**config.mk**
```make
export PLATFORM = sky130hd
export DESIGN_NAME = cmu_flat
export DESIGN_NICKNAME = d
export VERILOG_FILES = /design/src/rtl/cmu_pkg.sv /design/src/rtl/cmu_if.sv /design/src/rtl/cmu.sv /design/src/flat_wrapper.sv
export SDC_FILE = /design/constraint.sdc
export NUM_CORES = 1
export LEC_CHECK = 0
export CORE_AREA = 2 2 130 132
export CTS_CLUSTER_SIZE = 10
export DETAILED_ROUTE_END_ITERATION = 16
export DIE_AREA = 0 0 132 134
export GPL_TIMING_DRIVEN = 0
export MAX_ROUTING_LAYER = met4
export PLACE_DENSITY_LB_ADDON = 0.08
export SLEW_MARGIN = 20
export SYNTH_ARGS = -nofsm -noshare
export SYNTH_HDL_FRONTEND = slang
export SYNTH_SLANG_ARGS = --single-unit
```
**constraint.sdc**
```tcl
create_clock -name clk -period 3.1 [get_ports clk]
set_input_delay 0.31 -clock clk [delete_from_list [all_inputs] [get_ports clk]]
set_output_delay 0.31 -clock clk [all_outputs]
set_load 0.02 [all_outputs]
```
**src/rtl/cmu_pkg.sv**
```systemverilog
// rtl/cmu_pkg.sv - cmu address-field layout, FSM state encodings and line address helper
// Shared by the cache management unit and its memory interface. The address
// splits as tag [31:9], set index [8:4], word-in-line [3:2], byte [1:0].
package cmu_pkg;

    localparam int ADDR_BITS           = 32;
    localparam int TAG_BITS            = 23;
    localparam int SET_INDEX_WIDTH     = 5;
    localparam int ELEMENT_WORDS_WIDTH = 2;

    localparam int WORD_LSB  = 2;
    localparam int INDEX_LSB = WORD_LSB + ELEMENT_WORDS_WIDTH;
    localparam int TAG_LSB   = INDEX_LSB + SET_INDEX_WIDTH;

    localparam logic [2:0] S_IDLE  = 3'd0;
    localparam logic [2:0] S_CHECK = 3'd1;
    localparam logic [2:0] S_BACK  = 3'd2;
    localparam logic [2:0] S_FILL  = 3'd3;
    localparam logic [2:0] S_WAIT  = 3'd4;

    // Full-word access code used for line refill writes into the array.
    localparam logic [2:0] UBHW_WORD = 3'b010;

    // Word-aligned address of one word of a cache line.
    function automatic logic [ADDR_BITS-1:0] line_word_addr(
        input logic [TAG_BITS-1:0]            tag,
        input logic [SET_INDEX_WIDTH-1:0]     index,
        input logic [ELEMENT_WORDS_WIDTH-1:0] word
    );
        return {tag, index, word, 2'b00};
    endfunction

endpackage

```
**src/rtl/cmu_if.sv**
```systemverilog
// rtl/cmu_if.sv - word-wide memory port between the cache management unit and memory
// master: cmu side (drives mem_cs_o, mem_we_o, mem_addr_o, mem_data_o)
// slave : memory side (drives mem_data_i and the one-cycle mem_ack_i pulse)
interface cmu_if;
    import cmu_pkg::*;

    logic                 mem_cs_o;
    logic                 mem_we_o;
    logic [ADDR_BITS-1:0] mem_addr_o;
    logic [31:0]          mem_data_o;
    logic [31:0]          mem_data_i;
    logic                 mem_ack_i;

    modport master (
        output mem_cs_o, mem_we_o, mem_addr_o, mem_data_o,
        input  mem_data_i, mem_ack_i
    );

    modport slave (
        input  mem_cs_o, mem_we_o, mem_addr_o, mem_data_o,
        output mem_data_i, mem_ack_i
    );
endinterface

```
**src/rtl/cmu.sv**
```systemverilog
// rtl/cmu.sv - write-back, write-allocate controller for a 2-way set-associative cache
// Ports:
//   clk, rst                 clock, asynchronous active-high reset
//   addr_rw/en_r/en_w/...    CPU request; data_r/stall back to the CPU
//   cache_*  (out)           lookup/edit/refill commands to the cache array
//   cache_hit/valid/dirty/tag/dout (in)  registered array status (one cycle after lookup)
//   mem      (cmu_if.master) word-at-a-time memory port for writeback and refill
module cmu
    import cmu_pkg::*;
(
    input  logic                 clk,
    input  logic                 rst,
    input  logic [ADDR_BITS-1:0] addr_rw,
    input  logic                 en_r,
    input  logic                 en_w,
    input  logic [2:0]           u_b_h_w,
    input  logic [31:0]          data_w,
    output logic [31:0]          data_r,
    output logic                 stall,
    output logic [ADDR_BITS-1:0] cache_addr,
    output logic                 cache_load,
    output logic                 cache_edit,
    output logic                 cache_store,
    output logic                 cache_invalid,
    output logic [2:0]           cache_u_b_h_w,
    output logic [31:0]          cache_din,
    input  logic                 cache_hit,
    input  logic                 cache_valid,
    input  logic                 cache_dirty,
    input  logic [TAG_BITS-1:0]  cache_tag,
    input  logic [31:0]          cache_dout,
    cmu_if.master                mem
);

    logic [2:0]                     state;
    logic [ADDR_BITS-1:0]           req_addr;
    logic                           req_wr;
    logic [2:0]                     req_ubhw;
    logic [31:0]                    req_data;
    logic [TAG_BITS-1:0]            victim_tag;
    logic [ELEMENT_WORDS_WIDTH-1:0] cnt;
    logic                           primed;

    logic                           req;
    logic [SET_INDEX_WIDTH-1:0]     req_index;
    logic [TAG_BITS-1:0]            req_tag;
    logic [ADDR_BITS-1:0]           back_addr;
    logic [ADDR_BITS-1:0]           fill_addr;

    assign req       = en_r | en_w;
    assign req_index = req_addr[INDEX_LSB +: SET_INDEX_WIDTH];
    assign req_tag   = req_addr[TAG_LSB +: TAG_BITS];
    assign back_addr = line_word_addr(victim_tag, req_index, cnt);
    assign fill_addr = line_word_addr(req_tag, req_index, cnt);

    // Stall tracks the live request: a request dropped mid-miss still runs to
    // completion internally, but the CPU is no longer held.
    assign stall  = req & ~((state == S_CHECK) & cache_hit);
    assign data_r = cache_dout;

    always_ff @(posedge clk or posedge rst) begin
        if (rst) begin
            state      <= S_IDLE;
            req_addr   <= '0;
            req_wr     <= 1'b0;
            req_ubhw   <= '0;
            req_data   <= '0;
            victim_tag <= '0;
            cnt        <= '0;
            primed     <= 1'b0;
        end else begin
            case (state)
                S_IDLE: begin
                    if (req) begin
                        req_addr <= addr_rw;
                        req_wr   <= en_w;
                        req_ubhw <= u_b_h_w;
                        req_data <= data_w;
                        state    <= S_CHECK;
                    end
                end
                S_CHECK: begin
                    if (cache_hit) begin
                        state <= S_IDLE;
                    end else if (cache_valid && cache_dirty) begin
                        victim_tag <= cache_tag;
                        cnt        <= '0;
                        primed     <= 1'b0;
                        state      <= S_BACK;
                    end else begin
                        cnt   <= '0;
                        state <= S_FILL;
                    end
                end
                S_BACK: begin
                    // The array needs one cycle to present the victim word
                    // before it can be handed to memory.
                    if (!primed) begin
                        primed <= 1'b1;
                    end else if (mem.mem_ack_i) begin
                        primed <= 1'b0;
                        cnt    <= cnt + 2'd1;
                        if (cnt == 2'd3) begin
                            state <= S_FILL;
                        end
                    end
                end
                S_FILL: begin
                    if (mem.mem_ack_i) begin
                        cnt <= cnt + 2'd1;
                        if (cnt == 2'd3) begin
                            state <= S_WAIT;
                        end
                    end
                end
                S_WAIT: begin
                    state <= S_CHECK;
                end
                default: begin
                    state <= S_IDLE;
                end
            endcase
        end
    end

    always_comb begin
        cache_addr     = '0;
        cache_load     = 1'b0;
        cache_edit     = 1'b0;
        cache_store    = 1'b0;
        cache_invalid  = 1'b0;
        cache_u_b_h_w  = '0;
        cache_din      = '0;
        mem.mem_cs_o   = 1'b0;
        mem.mem_we_o   = 1'b0;
        mem.mem_addr_o = '0;
        mem.mem_data_o = '0;
        case (state)
            S_IDLE: begin
                if (req) begin
                    cache_addr    = addr_rw;
                    cache_load    = en_r & ~en_w;
                    cache_edit    = en_w;
                    cache_din     = data_w;
                    cache_u_b_h_w = u_b_h_w;
                end
            end
            S_CHECK: begin
                cache_addr = req_addr;
            end
            S_BACK: begin
                // Address is held constant for the whole word, so the
                // registered dout stays stable while mem_cs_o is high.
                cache_addr = back_addr;
                if (primed) begin
                    mem.mem_cs_o   = 1'b1;
                    mem.mem_we_o   = 1'b1;
                    mem.mem_addr_o = back_addr;
                    mem.mem_data_o = cache_dout;
                end
            end
            S_FILL: begin
                cache_addr     = fill_addr;
                mem.mem_cs_o   = 1'b1;
                mem.mem_addr_o = fill_addr;
                if (mem.mem_ack_i) begin
                    cache_store   = 1'b1;
                    cache_din     = mem.mem_data_i;
                    cache_u_b_h_w = UBHW_WORD;
                end
            end
            S_WAIT: begin
                cache_addr    = req_addr;
                cache_load    = ~req_wr;
                cache_edit    = req_wr;
                cache_din     = req_data;
                cache_u_b_h_w = req_ubhw;
            end
            default: begin
            end
        endcase
    end

endmodule
```
**src/flat_wrapper.sv**
```systemverilog
// flat-port wrapper written by rule: the top's interface ports become plain ports
module cmu_flat import cmu_pkg::*;
  (clk, rst, addr_rw, en_r, en_w, u_b_h_w, data_w, data_r, stall, cache_addr, cache_load, cache_edit, cache_store, cache_invalid, cache_u_b_h_w, cache_din, cache_hit, cache_valid, cache_dirty, cache_tag, cache_dout, mem_mem_cs_o, mem_mem_we_o, mem_mem_addr_o, mem_mem_data_o, mem_mem_data_i, mem_mem_ack_i);
  cmu_if mem_i ();
  input  logic clk;
  input  logic rst;
  input  logic [ADDR_BITS-1:0] addr_rw;
  input  logic en_r;
  input  logic en_w;
  input  logic [2:0] u_b_h_w;
  input  logic [31:0] data_w;
  output logic [31:0] data_r;
  output logic stall;
  output logic [ADDR_BITS-1:0] cache_addr;
  output logic cache_load;
  output logic cache_edit;
  output logic cache_store;
  output logic cache_invalid;
  output logic [2:0] cache_u_b_h_w;
  output logic [31:0] cache_din;
  input  logic cache_hit;
  input  logic cache_valid;
  input  logic cache_dirty;
  input  logic [TAG_BITS-1:0] cache_tag;
  input  logic [31:0] cache_dout;
  output wire logic [$bits(mem_i.mem_cs_o)-1:0] mem_mem_cs_o;
  output wire logic [$bits(mem_i.mem_we_o)-1:0] mem_mem_we_o;
  output wire logic [$bits(mem_i.mem_addr_o)-1:0] mem_mem_addr_o;
  output wire logic [$bits(mem_i.mem_data_o)-1:0] mem_mem_data_o;
  input wire logic [$bits(mem_i.mem_data_i)-1:0] mem_mem_data_i;
  input wire logic [$bits(mem_i.mem_ack_i)-1:0] mem_mem_ack_i;
  assign mem_mem_cs_o = mem_i.mem_cs_o;
  assign mem_mem_we_o = mem_i.mem_we_o;
  assign mem_mem_addr_o = mem_i.mem_addr_o;
  assign mem_mem_data_o = mem_i.mem_data_o;
  assign mem_i.mem_data_i = mem_mem_data_i;
  assign mem_i.mem_ack_i = mem_mem_ack_i;
  cmu u_core (.clk(clk), .rst(rst), .addr_rw(addr_rw), .en_r(en_r), .en_w(en_w), .u_b_h_w(u_b_h_w), .data_w(data_w), .data_r(data_r), .stall(stall), .cache_addr(cache_addr), .cache_load(cache_load), .cache_edit(cache_edit), .cache_store(cache_store), .cache_invalid(cache_invalid), .cache_u_b_h_w(cache_u_b_h_w), .cache_din(cache_din), .cache_hit(cache_hit), .cache_valid(cache_valid), .cache_dirty(cache_dirty), .cache_tag(cache_tag), .cache_dout(cache_dout), .mem(mem_i));
endmodule
```
== After elaboration in Yosys (flattened, before gate mapping) ==
Cells that the tools add are included.

* Flip-flop bits (word level): 97
* Input bits: 162
* Output and inout port bits: 170
* Word-level logic and storage cells: 79

* Add/subtract/negate cells: 1
* Equality and inequality tests: 13
* Multiplexer cells: 39
* Bitwise operators: 8
* Reductions and logical operators: 10

{| class="wikitable"
|+ Operators with widths
! operator !! count
|-
| $mux W32 || 6
|-
| $pmux W32 S4 || 1
|-
| $pmux W32 S3 || 1
|-
| $pmux W32 S2 || 1
|-
| $mux W3 || 8
|-
| $pmux W3 S5 || 1
|-
| $mux W1 || 11
|-
| $pmux W3 S3 || 1
|-
| $reduce_and A3 Y1 || 3
|-
| $mux W2 || 4
|-
| $ne A2 B1 Y1 const B || 4
|-
| $ne A2 B2 Y1 const B || 4
|-
| $pmux W1 S2 || 4
|-
| $eq A3 B2 Y1 const B || 2
|-
| $pmux W2 S3 || 1
|-
| $reduce_and A6 Y1 || 1
|-
| $not A1 Y1 || 4
|-
| $and A1 B1 Y1 || 3
|-
| $eq A3 B1 Y1 const B || 1
|-
| $eq A3 B3 Y1 const B || 1
|-
| $logic_not A3 Y1 || 1
|-
| $reduce_bool A3 Y1 || 1
|-
| $add A2 B1 Y2 const B || 1
|-
| $eq A2 B2 Y1 const B || 1
|-
| 5 further kinds || 5
|}

== Logic depth before layout (Yosys ltp) ==
Gate-level depths: netlist of run 1.

* Depth after elaboration: 5
* Mapped depth: 7
* Gate-level depth less buffers: 4

== Least setup slack after synthesis of run 1 ==
No wires, ideal clock.

* Path type: register -> output
* Start: reg u_core.state[2]
* End: out cache_addr[31]
* Arrival time: 1.735 ns
* Slack: 1.055 ns
* Stages on the path, launching flop included: 6
* Path through: dfrtp_1 > buf_2 > nor2b_1 > clkbuf_1 > a22oi_1 > o21ai_0

* Word-level cells in the longest chain between the ends: 3

{| class="wikitable"
|+ Ends and longest elaborated chain
! element !! RTL line !! RTL
|-
| from (decl) || cmu.sv:35 || <nowiki>logic [2:0] state;</nowiki>
|-
| from (signal assigned) || cmu.sv:63 || <nowiki>state <= S_IDLE;</nowiki>
|-
| from (signal assigned) || cmu.sv:79 || <nowiki>state <= S_CHECK;</nowiki>
|-
| from (signal assigned) || cmu.sv:84 || <nowiki>state <= S_IDLE;</nowiki>
|-
| $eq A3 B3 Y1 or $eq A3 B1 Y1 (tied branches) || cmu.sv:138 || <nowiki>case (state)</nowiki>
|-
| $reduce_or A2 Y1 (no line) || -- ||
|-
| $pmux W32 S4 * || cmu.sv:138 ||
|-
| to (decl) || flat_wrapper.sv:14 || <nowiki>output logic [ADDR_BITS-1:0] cache_addr;</nowiki>
|}

Every way passes the cells marked *; elsewhere a longest branch is shown, timed or not.

== Worst setup path after layout of run 1 ==
* Start: reg u_core.state[1]
* End: out cache_din[8]

* Word-level cells in the longest chain between the ends: 2

{| class="wikitable"
|+ Ends and longest elaborated chain
! element !! RTL line !! RTL
|-
| $eq A3 B3 Y1 (tied with other cells) || cmu.sv:138 ||
|-
| $pmux W32 S3 * || cmu.sv:138 ||
|-
| to (decl) || flat_wrapper.sv:20 || <nowiki>output logic [31:0] cache_din;</nowiki>
|}

Marks and branches as above.

==> qor.tcl, run 1 <==
set qor(ff2ff_path_depth) 6
set qor(layout-area-overhead-vs-synth_pct) 67.7
set qor(regArea_um2) 2430
set qor(ys.warnings.count) 0
set qor(min_path_type) {input pin to asynchronous set/reset pin}
set qor(p_per_cell_area_nw_per_um2) 942
set qor(sw_frac_of_total) 0.422
set qor(post_synthesis_async_set_or_reset_flop_share) 1.00
set qor(overflow) 0
set qor(dp_cell_count) 1133
set qor(grt.met3_usage) 0.0703
set qor(place.port_buffers) 328
set qor(period_share) 0.957
set qor(post_dp_cell_area_um2) 9470
set qor(floorplan.die_area_um2) 17700
set qor(busiest_layer) {met2}
set qor(setup.worst_path.end_class) {output pin}
set qor(ys_seq_elements) 97
set qor(leakage_power_nw) 4.22
set qor(yosys.cell_types.count) 40
set qor(hold_ws_ps) 364
set qor(synth.largest_area_cell) {sky130_fd_sc_hd__dfrtp_1}
set qor(htree_num_levels) 3
set qor(crit-reg2reg-launch) {u_core.state[1]$_DFFE_PP0P_}
set qor(nFillCells) 1403
set qor(worst-setup-path-type) {flip-flop to output pin}
set qor(worst_setup_path_startpoint) {u_core.state[1]$_DFFE_PP0P_}
set qor(drt_first_iter_violations) 328
set qor(crit_path_start_kind) {flip-flop}
set qor(timing.final.crit_period_ps) 2970
set qor(power.sequential.fraction) 0.255
set qor(post-route-worst-setup-slack_ps) 133
set qor(gp_congestion) 0.791
set qor(grt_util_met1) 0.302
set qor(mapped_avg_cell_area_um2) 10.1
set qor(final_antenna_net_count) 0
set qor(tritoncts) {built}
set qor(use_met2) 0.420
set qor(drive_above_1_share) 0.162
set qor(worst_slew_pin_slew_ps) 618
set qor(setup_viol_count_final) 0
set qor(synthCells) 582
set qor(die_height_um) 134
set qor(detail_route.first_pass.iterations) 5
set qor(cts.sink_count) 97
set qor(vdd.ir_drop.worst_v) 0.000491
set qor(number_of_max_cap_violations) 0
set qor(timing.fmax_ghz) 0.337
set qor(hold_viol) 0
set qor(synth-main-ff-cell) {sky130_fd_sc_hd__dfrtp_1}
set qor(core_um2) 16300
set qor(skew_ps) 3.22
set qor(detailroute.via_count) 5975
set qor(route.detailed.wl_per_inst_um) 19.1
set qor(slew_headroom) 0.588
set qor(hold_buffers) 0
set qor(gate_power_share) 0.629
set qor(cts.reportedPaths.clkPinSlew_ps) 60
set qor(chip_width_um) 132
set qor(run_status) {finished, final reports clean}
set qor(ports) 332
set qor(dpl.hpwl_mm) 16.8
set qor(power_frac_clock) 0.116
set qor(multiInputGateArea_um2) 2870
set qor(cp_data_arrival_time_ps) 2660
set qor(power.total_mw) 9.28
set qor(clk_latency_ps) 350
set qor(setup_total_negative_slack_ps) 0
set qor(floorplan.initialDensity) 0.361
set qor(final_cells) 1151
set qor(power_report.internal_total_mw) 5.37
set qor(core.rowCount) 47
set qor(cts_inserted_buffers) 9
set qor(critical_path.max_fanout) 10
set qor(synthTopCellsByArea) {sky130_fd_sc_hd__dfrtp_1, sky130_fd_sc_hd__mux2_2, sky130_fd_sc_hd__a221o_1}
set qor(synth_enable_flop_cells) 0
set qor(worst_ep_required_time_ps) 2790
set qor(utilization) 0.605
set qor(post_drt_via_cell_ratio) 5.19
set qor(pins_over_slew_limit) 0
set qor(post-route-cell-area_um2) 9850
set qor(finalNetCount) 1090
set qor(number_of_antenna_violations_at_the_first_check_in_global_routing) 0
set qor(power.switching_mw) 3.91
set qor(diodes) 0
set qor(synth_top_cells_by_count) {sky130_fd_sc_hd__dfrtp_1, sky130_fd_sc_hd__mux2_2, sky130_fd_sc_hd__and3_1, sky130_fd_sc_hd__and2_1, sky130_fd_sc_hd__buf_4}
set qor(wire_length_of_the_first_global_routing_pass_mm) 34.6
set qor(cts.path.max_buffers) 2
set qor(clock_tree.root_cell) {sky130_fd_sc_hd__clkbuf_16}
set qor(grt_util_all_layers) 0.254
set qor(synth_seq_area_share) 0.413
set qor(remaining_drc_errors) 0
set qor(area_of_the_mapped_netlist_um2) 5870
set qor(yosysMostFrequentCell) {sky130_fd_sc_hd__dfrtp_1}
set qor(finalWirelength_mm) 22.0
set qor(vias_in_the_first_global_route) 6339
set qor(pin_count_of_the_biggest_net_entering_global_routing) 51
set qor(synth_largest_type_area_fraction) 0.413
set qor(dp_slack_ps) -378
-- power groups by stage --
stage	sequential, mW	clock, mW	combinational (mW)
final	2.36	1.08	5.84
after global routing	2.44	1.17	6.23
after CTS	2.35	1.11	5.86
after detailed placement	2.36	0	5.74
after global placement	2.31	0	5.65
after floorplan	2.23	0	3.30
-- layer usage --
layer,share of wire,vias up
met5,0,-
met4,0.021,0
met3,0.081,32
met2,0.50,269
met1,0.40,2868
li1,-,2806
-- final cells by class --
class / count / share of cell area
Buffer: 87 / 0.0550
Sequential cell: 97 / 0.246
Clock buffer: 13 / 0.0274
Tap cell: 220 / 0.0279
Clock inverter: 2 / 0.00127
Inverter: 24 / 0.00965
Multi-Input combinational cell: 373 / 0.291
Timing Repair Buffer: 335 / 0.341
-- final timing paths --
check / endpoint / slack (ps)
worst max-delay path: cache_din[8] / 130
worst min-delay path: u_core.req_data[18]$_DFFE_PP0P_ / 360
worst max register to register: u_core.victim_tag[15]$_DFFE_PP0P_ / 1070
worst min register to register: u_core.req_ubhw[1]$_DFFE_PP0P_ / 510
max in group asynchronous: u_core.req_addr[28]$_DFFE_PP0P_ / 2130
min in group clk: u_core.req_ubhw[1]$_DFFE_PP0P_ / 510
-- cells by family after synthesis --
logic type               Yosys count  share of synthesized area
other                              1                   0.000639
AO/OA/AOI/OAI                    146                      0.196
multiplexers                      71                      0.135
flip-flops                        97                      0.413
buffers and inverters            114                      0.104
XOR/XNOR                           2                    0.00298
AND/OR/NAND/NOR                  150                      0.146
adder cells (fa/ha/maj)            1                    0.00213
-- worst max-delay path, cell delays in order, from the launching register on --
cell	delay (ps)
sky130_fd_sc_hd__dfrtp_1	370
sky130_fd_sc_hd__buf_6	150
sky130_fd_sc_hd__nor2b_1	120
sky130_fd_sc_hd__buf_2	190
sky130_fd_sc_hd__and3_2	300
sky130_fd_sc_hd__buf_2	220
sky130_fd_sc_hd__a221o_1	370
sky130_fd_sc_hd__clkdlybuf4s50_1	580
-- registers in the layout, indices dropped and copies added (netlist names) --
| register | cells |
|---|---|
| u_core.victim_tag | 23 |
| u_core.req_addr | 32 |
| u_core.cnt | 2 |
| u_core.primed | 1 |
| u_core.state | 3 |
| u_core.req_ubhw | 3 |
| u_core.req_wr | 1 |
| u_core.req_data | 32 |
-- cells in the final DEF (no fill, tap or decap), types with 3 or more instances in the layout --
master	n
sky130_fd_sc_hd__and2_1	35
sky130_fd_sc_hd__nor2b_1	3
sky130_fd_sc_hd__buf_4	45
sky130_fd_sc_hd__inv_1	23
sky130_fd_sc_hd__and3_1	42
sky130_fd_sc_hd__nor2_1	3
sky130_fd_sc_hd__mux2_1	19
sky130_fd_sc_hd__clkbuf_1	17
sky130_fd_sc_hd__o21ai_0	27
sky130_fd_sc_hd__clkbuf_2	13
sky130_fd_sc_hd__mux2_2	49
sky130_fd_sc_hd__mux2i_1	3
sky130_fd_sc_hd__dfrtp_1	97
sky130_fd_sc_hd__clkdlybuf4s50_1	327
sky130_fd_sc_hd__a22o_1	32
sky130_fd_sc_hd__o211ai_1	22
sky130_fd_sc_hd__a21oi_1	3
sky130_fd_sc_hd__nand2_1	27
sky130_fd_sc_hd__clkbuf_16	9
sky130_fd_sc_hd__conb_1	3
sky130_fd_sc_hd__nand3_1	23
sky130_fd_sc_hd__buf_2	15
sky130_fd_sc_hd__clkbuf_8	3
sky130_fd_sc_hd__a221o_1	35
sky130_fd_sc_hd__a22oi_1	23
-- timing repair --
action | in CTS | in global routing
gates resized for setup | 22 | 17
endpoints found under the hold margin | 0 | 0
buffers inserted | 5 | 1
pin swaps | 1 | 1
endpoints found under the setup margin | 113 | 96
Note: power is estimated with default switching activity, not from simulation.
==> inputs of run 2 (changes only) <==
--- a/config.mk
+++ b/config.mk
@@ -5,10 +5,11 @@
 export SDC_FILE = /design/constraint.sdc
 export NUM_CORES = 1
 export LEC_CHECK = 0
-export CORE_AREA = 2 2 130 132
+export CELL_PAD_IN_SITES_DETAIL_PLACEMENT = 1
+export CELL_PAD_IN_SITES_GLOBAL_PLACEMENT = 1
+export CORE_UTILIZATION = 28
 export CTS_CLUSTER_SIZE = 10
 export DETAILED_ROUTE_END_ITERATION = 16
-export DIE_AREA = 0 0 132 134
 export GPL_TIMING_DRIVEN = 0
 export MAX_ROUTING_LAYER = met4
 export PLACE_DENSITY_LB_ADDON = 0.08
==> constraint.sdc (replaced) <==
create_clock -name clk -period 3.3 [get_ports clk]
set_input_delay 0.33 -clock clk [delete_from_list [all_inputs] [get_ports clk]]
set_output_delay 0.33 -clock clk [all_outputs]
set_load 0.02 [all_outputs]
==> qor.tcl, run 2 (synthesized netlist as in run 1, its figures left out) <==
set qor(number_of_antenna_violations_at_the_first_check_in_global_routing) 1 ;# +1
set qor(p_per_cell_area_nw_per_um2) 898 ;# -4.7%
set qor(grt_util_all_layers) 0.234 ;# -0.0204
set qor(drive_above_1_share) 0.155 ;# -0.00719
set qor(crit-reg2reg-launch) {u_core.state[1]$_DFFE_PP0P_}
set qor(gate_power_share) 0.619 ;# -0.010
set qor(r2r-end) {u_core.victim_tag[7]$_DFFE_PP0P_}
set qor(chip_width_um) 147 ;# +11%
set qor(pin_count_of_the_biggest_net_entering_global_routing) 55 ;# +7.8%
set qor(power_report.internal_total_mw) 5.13 ;# -4.5%
set qor(number_of_max_cap_violations) 0 ;# unchanged
set qor(nFillCells) 2303 ;# +64%
set qor(wire_length_of_the_first_global_routing_pass_mm) 37.5 ;# +8.3%
set qor(power.sequential.fraction) 0.251 ;# -0.004
set qor(post-route-worst-setup-slack_ps) 166 ;# +33.5 ps
set qor(finalNetCount) 1088 ;# -0.18%
set qor(finalWirelength_mm) 24.4 ;# +11%
set qor(detail_route.first_pass.iterations) 4 ;# -1
set qor(post_dp_cell_area_um2) 9530 ;# +0.66%
set qor(min_path_type) {input pin to asynchronous set/reset pin}
set qor(critical_path.max_fanout) 10 ;# unchanged
set qor(cp_slowest_stage_delay_ps) 660 ;# +80 ps
set qor(detailroute.via_count) 6021 ;# +0.77%
set qor(clk_latency_ps) 350 ;# about the same
set qor(pins_over_slew_limit) 0 ;# unchanged
set qor(setup_viol_count_final) 0 ;# unchanged
set qor(core.rowCount) 52 ;# +11%
set qor(final_antenna_net_count) 0 ;# unchanged
set qor(cts.reportedPaths.clkPinSlew_ps) 70 ;# about the same
set qor(vdd.ir_drop.worst_v) 0.000388 ;# -21%
set qor(crit_path_cell_trace) {buf_2 > nor2b_2 > clkbuf_2 > a22oi_1 > o211ai_1 > clkdlybuf4s50_1}
set qor(timing.final.crit_period_ps) 3130
set qor(worst-setup-path-type) {flip-flop to output pin}
set qor(most_used_cells_in_the_layout_excluding_fill_and_tap_cells) {sky130_fd_sc_hd__clkdlybuf4s50_1, sky130_fd_sc_hd__dfrtp_1, sky130_fd_sc_hd__mux2_2, sky130_fd_sc_hd__and3_1, sky130_fd_sc_hd__buf_4}
set qor(route.detailed.wl_per_inst_um) 20.3 ;# +6.3%
set qor(setup.worst_path.end_class) {output pin}
set qor(cts.path.max_buffers) 2 ;# unchanged
set qor(place.port_buffers) 328 ;# unchanged
set qor(drt_first_iter_violations) 204 ;# -38%
set qor(worst_slew_pin_slew_ps) 614 ;# -3.86 ps
set qor(post_drt_via_cell_ratio) 5.02 ;# -3.3%
set qor(skew_ps) 7.91 ;# +4.70 ps
set qor(core_um2) 20400 ;# +25%
set qor(period_share) 0.950
set qor(gp_congestion) 0.822 ;# +4.0%
set qor(hold_viol) 0 ;# unchanged
set qor(cts_inserted_buffers) 9 ;# unchanged
set qor(floorplan.initialDensity) 0.287 ;# -0.0731
set qor(cp_data_arrival_time_ps) 2800 ;# +140 ps
set qor(htree_num_levels) 3 ;# unchanged
set qor(floorplan.die_area_um2) 21600 ;# +22%
set qor(crit_path_start_kind) {flip-flop}
set qor(sw_frac_of_total) 0.424 ;# +0.00266
set qor(timing.fmax_ghz) 0.319
set qor(hold_ws_ps) 387 ;# +23.2 ps
set qor(reg_top3) {u_core.req_addr x32, u_core.req_data x32, u_core.victim_tag x23}
set qor(tritoncts) {built}
set qor(cts.sink_count) 97 ;# unchanged
set qor(final_cells) 1200 ;# +4.3%
set qor(clock_tree.root_cell) {sky130_fd_sc_hd__clkbuf_16}
set qor(timing.reg2reg.setup_slack_ps) 1250 ;# +180 ps
set qor(setup_repair_after_global_routing_missed_its_margin) {no}
set qor(crit_family) {buffers and inverters}
set qor(setup_total_negative_slack_ps) 0 ;# unchanged
set qor(vias_in_the_first_global_route) 6495 ;# +2.5%
set qor(remaining_drc_errors) 0 ;# unchanged
set qor(ports) 332 ;# unchanged
set qor(overflow) 0 ;# unchanged
set qor(die_height_um) 147 ;# +9.6%
set qor(power_frac_clock) 0.129 ;# +0.013
set qor(dp_slack_ps) -310 ;# +68.2 ps
set qor(dpl.hpwl_mm) 18.7 ;# +11%
set qor(leakage_power_nw) 4.19 ;# -0.71%
set qor(post-route-cell-area_um2) 9920 ;# +0.70%
set qor(cp.buffers_inverters) 3 ;# -1
set qor(layout.cells.most_common) {sky130_fd_sc_hd__clkdlybuf4s50_1}
set qor(dp_cell_count) 1183 ;# +4.4%
set qor(run_status) {finished, final reports clean}
set qor(layout-area-overhead-vs-synth_pct) 68.9
set qor(slew_headroom) 0.588 ;# about the same
set qor(worst_ep_required_time_ps) 2970 ;# +180 ps
set qor(crit_path_top_delay_cell) {sky130_fd_sc_hd__clkdlybuf4s50_1}
set qor(power.switching_mw) 3.78 ;# -3.4%
set qor(ff2ff_path_depth) 6 ;# unchanged
## run 2: cell types whose count changed in the layout (fill, tap and decap cells not counted), moves of 2 or more
cell,before,now
sky130_fd_sc_hd__buf_2,15,13
sky130_fd_sc_hd__clkbuf_8,3,1
sky130_fd_sc_hd__clkbuf_4,1,4
sky130_fd_sc_hd__bufinv_16,0,2
sky130_fd_sc_hd__clkbuf_1,17,20
sky130_fd_sc_hd__buf_4,45,39
## run 2: worst max-delay path by stage
stage	endpoint	start	slack (ps)	depth (start not counted)
2_1_floorplan	u_core.cnt[0]$_DFFE_PP0P_	rst	440	1
3_3_place_gp	u_core.req_addr[8]$_DFFE_PP0P_	rst	-1390	2
3_5_place_dp	cache_addr[29]	en_w	-310	8
4_1_cts	cache_addr[21]	u_core.state[0]$_DFFE_PP0P_	-120	6
5_1_grt	cache_addr[12]	u_core.state[2]$_DFFE_PP0P_	20	6
6_report	cache_addr[20]	u_core.state[2]$_DFFE_PP0P_	170	6
## run 2: repair_timing
action / 4_1_cts / 5_1_grt
gates resized for setup: 9 / 26
endpoints found under the setup margin: 81 / 79
hold buffers: 0 / 0
cloned: 0 / 0
buffers inserted: 2 / 1
pin swaps: 1 / 1
endpoints found under the hold margin: 0 / 0
## run 2: area by class of cell
class / instances / area [um2] / area share
inverters: 24 / 95.1 / 0.00959
plain buffers: 88 / 542 / 0.0546
diodes: 1 / 2.50 / 0.000252
repair buffers: 332 / 3330 / 0.336
clock buffers: 10 / 239 / 0.0241
well taps: 270 / 338 / 0.0341
flip-flops and latches: 97 / 2430 / 0.245
clock inverters: 5 / 80.1 / 0.00807
multi-input cells: 373 / 2860 / 0.289
## run 2: stage by stage
| step | utilization | power (mW) |
|---|---|---|
| 6_report | 0.486 | 8.90 |
| 5_1_grt | 0.486 | 9.44 |
| 4_1_cts | 0.484 | 8.95 |
| 3_5_place_dp | 0.467 | 7.71 |
| 3_3_place_gp | 0.465 | 7.52 |
| 2_1_floorplan | - | 5.19 |
## run 2: metal layers
| metal | global-route usage | up-vias | share of wire |
|---|---|---|---|
| met5 | - | - | 0 |
| met4 | 0.0865 | 0 | 0.025 |
| met3 | 0.0469 | 33 | 0.063 |
| met2 | 0.391 | 236 | 0.50 |
| met1 | 0.277 | 2953 | 0.42 |
| li1 | - | 2799 | - |
## run 2: worst reg2reg max path, stage by stage (launching register included)
cell and delay, ps:
sky130_fd_sc_hd__dfrtp_1 380, sky130_fd_sc_hd__buf_6 140, sky130_fd_sc_hd__or4b_4 580, sky130_fd_sc_hd__nor2b_1 140
sky130_fd_sc_hd__buf_4 180, sky130_fd_sc_hd__buf_8 170, sky130_fd_sc_hd__mux2_1 350
## run 2: power by group through the flow
stage | clock (mW) | combinational, mW | sequential, mW
CTS | 1.18 | 5.54 | 2.22
global placement | 0 | 5.34 | 2.18
floorplan | 0 | 3.10 | 2.09
detailed placement | 0 | 5.47 | 2.24
global route | 1.24 | 5.89 | 2.31
finish | 1.15 | 5.52 | 2.24
==> RTL edit (config.mk and constraints of run 2) <==
Make the reset (`rst`) synchronous in one clocked block. Comments in the files are not updated.
--- a/src/rtl/cmu.sv
+++ b/src/rtl/cmu.sv
@@ -58,7 +58,7 @@
     assign stall  = req & ~((state == S_CHECK) & cache_hit);
     assign data_r = cache_dout;
 
-    always_ff @(posedge clk or posedge rst) begin
+    always_ff @(posedge clk) begin
         if (rst) begin
             state      <= S_IDLE;
             req_addr   <= '0;
Function: differs if rst is asserted again (counterexample within 4 cycles, from zero or initial values and one cycle with rst high); with rst held inactive, the same outputs for 4 cycles.
==> RTL edit against run 2 <==
Worst hold slack improved by 73 ps; maximum frequency grew 1.7%; via count increased by 5.5%; clock skew hardly changed; count of clock-buffer cells in the layout up 3; highest routed layer unchanged; area after synthesis down 6.5%; routed wire length up 2.7%; design area fell by 5.4%; setup slack better by 53 ps; sequential cell count stayed put; largest cell class unchanged.
Power is not compared: it rests on default switching activity, and its combinational part moved more than twofold at a synthesized area within 25%.
==> RTL edit: results (changes against run 2) <==
metric,value,unit,change
max incr delay on CP,640,ps,was 660 ps
number of port buffers,327,,was 328
worst setup path end,cache_addr[13],,was cache_addr[20]
GRT met1 Usage,28.45,%,was 27.73%
crit path DAT,2750,ps,was 2800 ps
grt met3 use,5.148,%,was 4.689%
fin crit share,93.35,%,was 94.96%
postcts setup bufs,0,,was 2
commonest cells in the netlist,"nand2_1, a21oi_1, dfxtp_1, a22o_1, buf_4",,"was dfrtp_1, mux2_2, and3_1, and2_1, buf_4"
Compound-Gate Fraction of Synth Area,28.02,%,was 19.62%
Post-Syn Instances,717,,was 582
wire length per cell,18.92,um,was 20.31 um
met1 WL,10.15,mm,was 10.12 mm
total placed instance area,9099,sq um,was 9534 sq um
status,"complete, no violations",,unchanged
crit path launch,u_core.state[1],,was u_core.state[2]
largest net degree at the start of global routing,15,,was 55
Hold Crit Class,flip-flop to flip-flop,,was input port to asynchronous set/reset pin
Layout Cells excl Fill,1323,,was 1200
Clock Skews,7.844,ps,was 7.914 ps
Final Cell Area,9387,sq um,was 9920 sq um
Critical R2R Capture,u_core.victim_tag[2],,was u_core.victim_tag[7]
grt met2 use,44.25,%,was 39.05%
routed vias,6350,,was 6021
Worst-Margin Slew,760.1,ps,was 613.9 ps
Area contributors post-synth,"dfxtp_1, nand2_1, a21oi_1",,"was dfrtp_1, mux2_2, a221o_1"
synth unique cells,39,,was 40
Layout fillers,2340,,was 2303
routed wl met3,1.797,mm,was 1.546 mm
"Net count, final",1220,,was 1088
adder-cell share of the synthesized area,0.2278,%,was 0.2130%
Place WS,398.4,ps,was -309.8 ps
sequential fraction of the synthesis area,35.35,%,was 41.33%
initial antenna violation count,2,,was 1
Total Routing Usage GR,25.33,%,was 23.37%
GP Congestion,0.8487,,was 0.8223
vias in the first global route,6494,,was 6495
==> RTL edit: changes by cell type after synthesis, moves of 35 or more <==
cell and change:
a21oi_1 +95, a221o_1 -35, dfrtp_1 -97, dfxtp_1 +97, mux2_2 -49, nand2_1 +211
==> RTL edit: layout make-up <==
type | instances | area share, %
antenna | 2 | 0.05332
buffer | 93 | 6.745
clock buffer | 13 | 2.879
clock inverter | 2 | 0.1333
inverter | 3 | 0.1200
multi-input combinational | 526 | 31.05
sequential | 97 | 20.69
tap | 260 | 3.466
timing repair buffer | 327 | 34.87
==> RTL edit: worst min path at each step <==
stage | endpoint | slack (ps) | depth (start not counted)
2_1_floorplan | u_core.req_addr[2] | 440 | 2
3_3_place_gp | u_core.req_addr[3] | 440 | 2
3_5_place_dp | u_core.req_ubhw[1] | 450 | 2
4_1_cts | u_core.req_ubhw[1] | 460 | 2
5_1_grt | u_core.req_data[7] | 480 | 2
6_report | u_core.req_ubhw[1] | 460 | 2
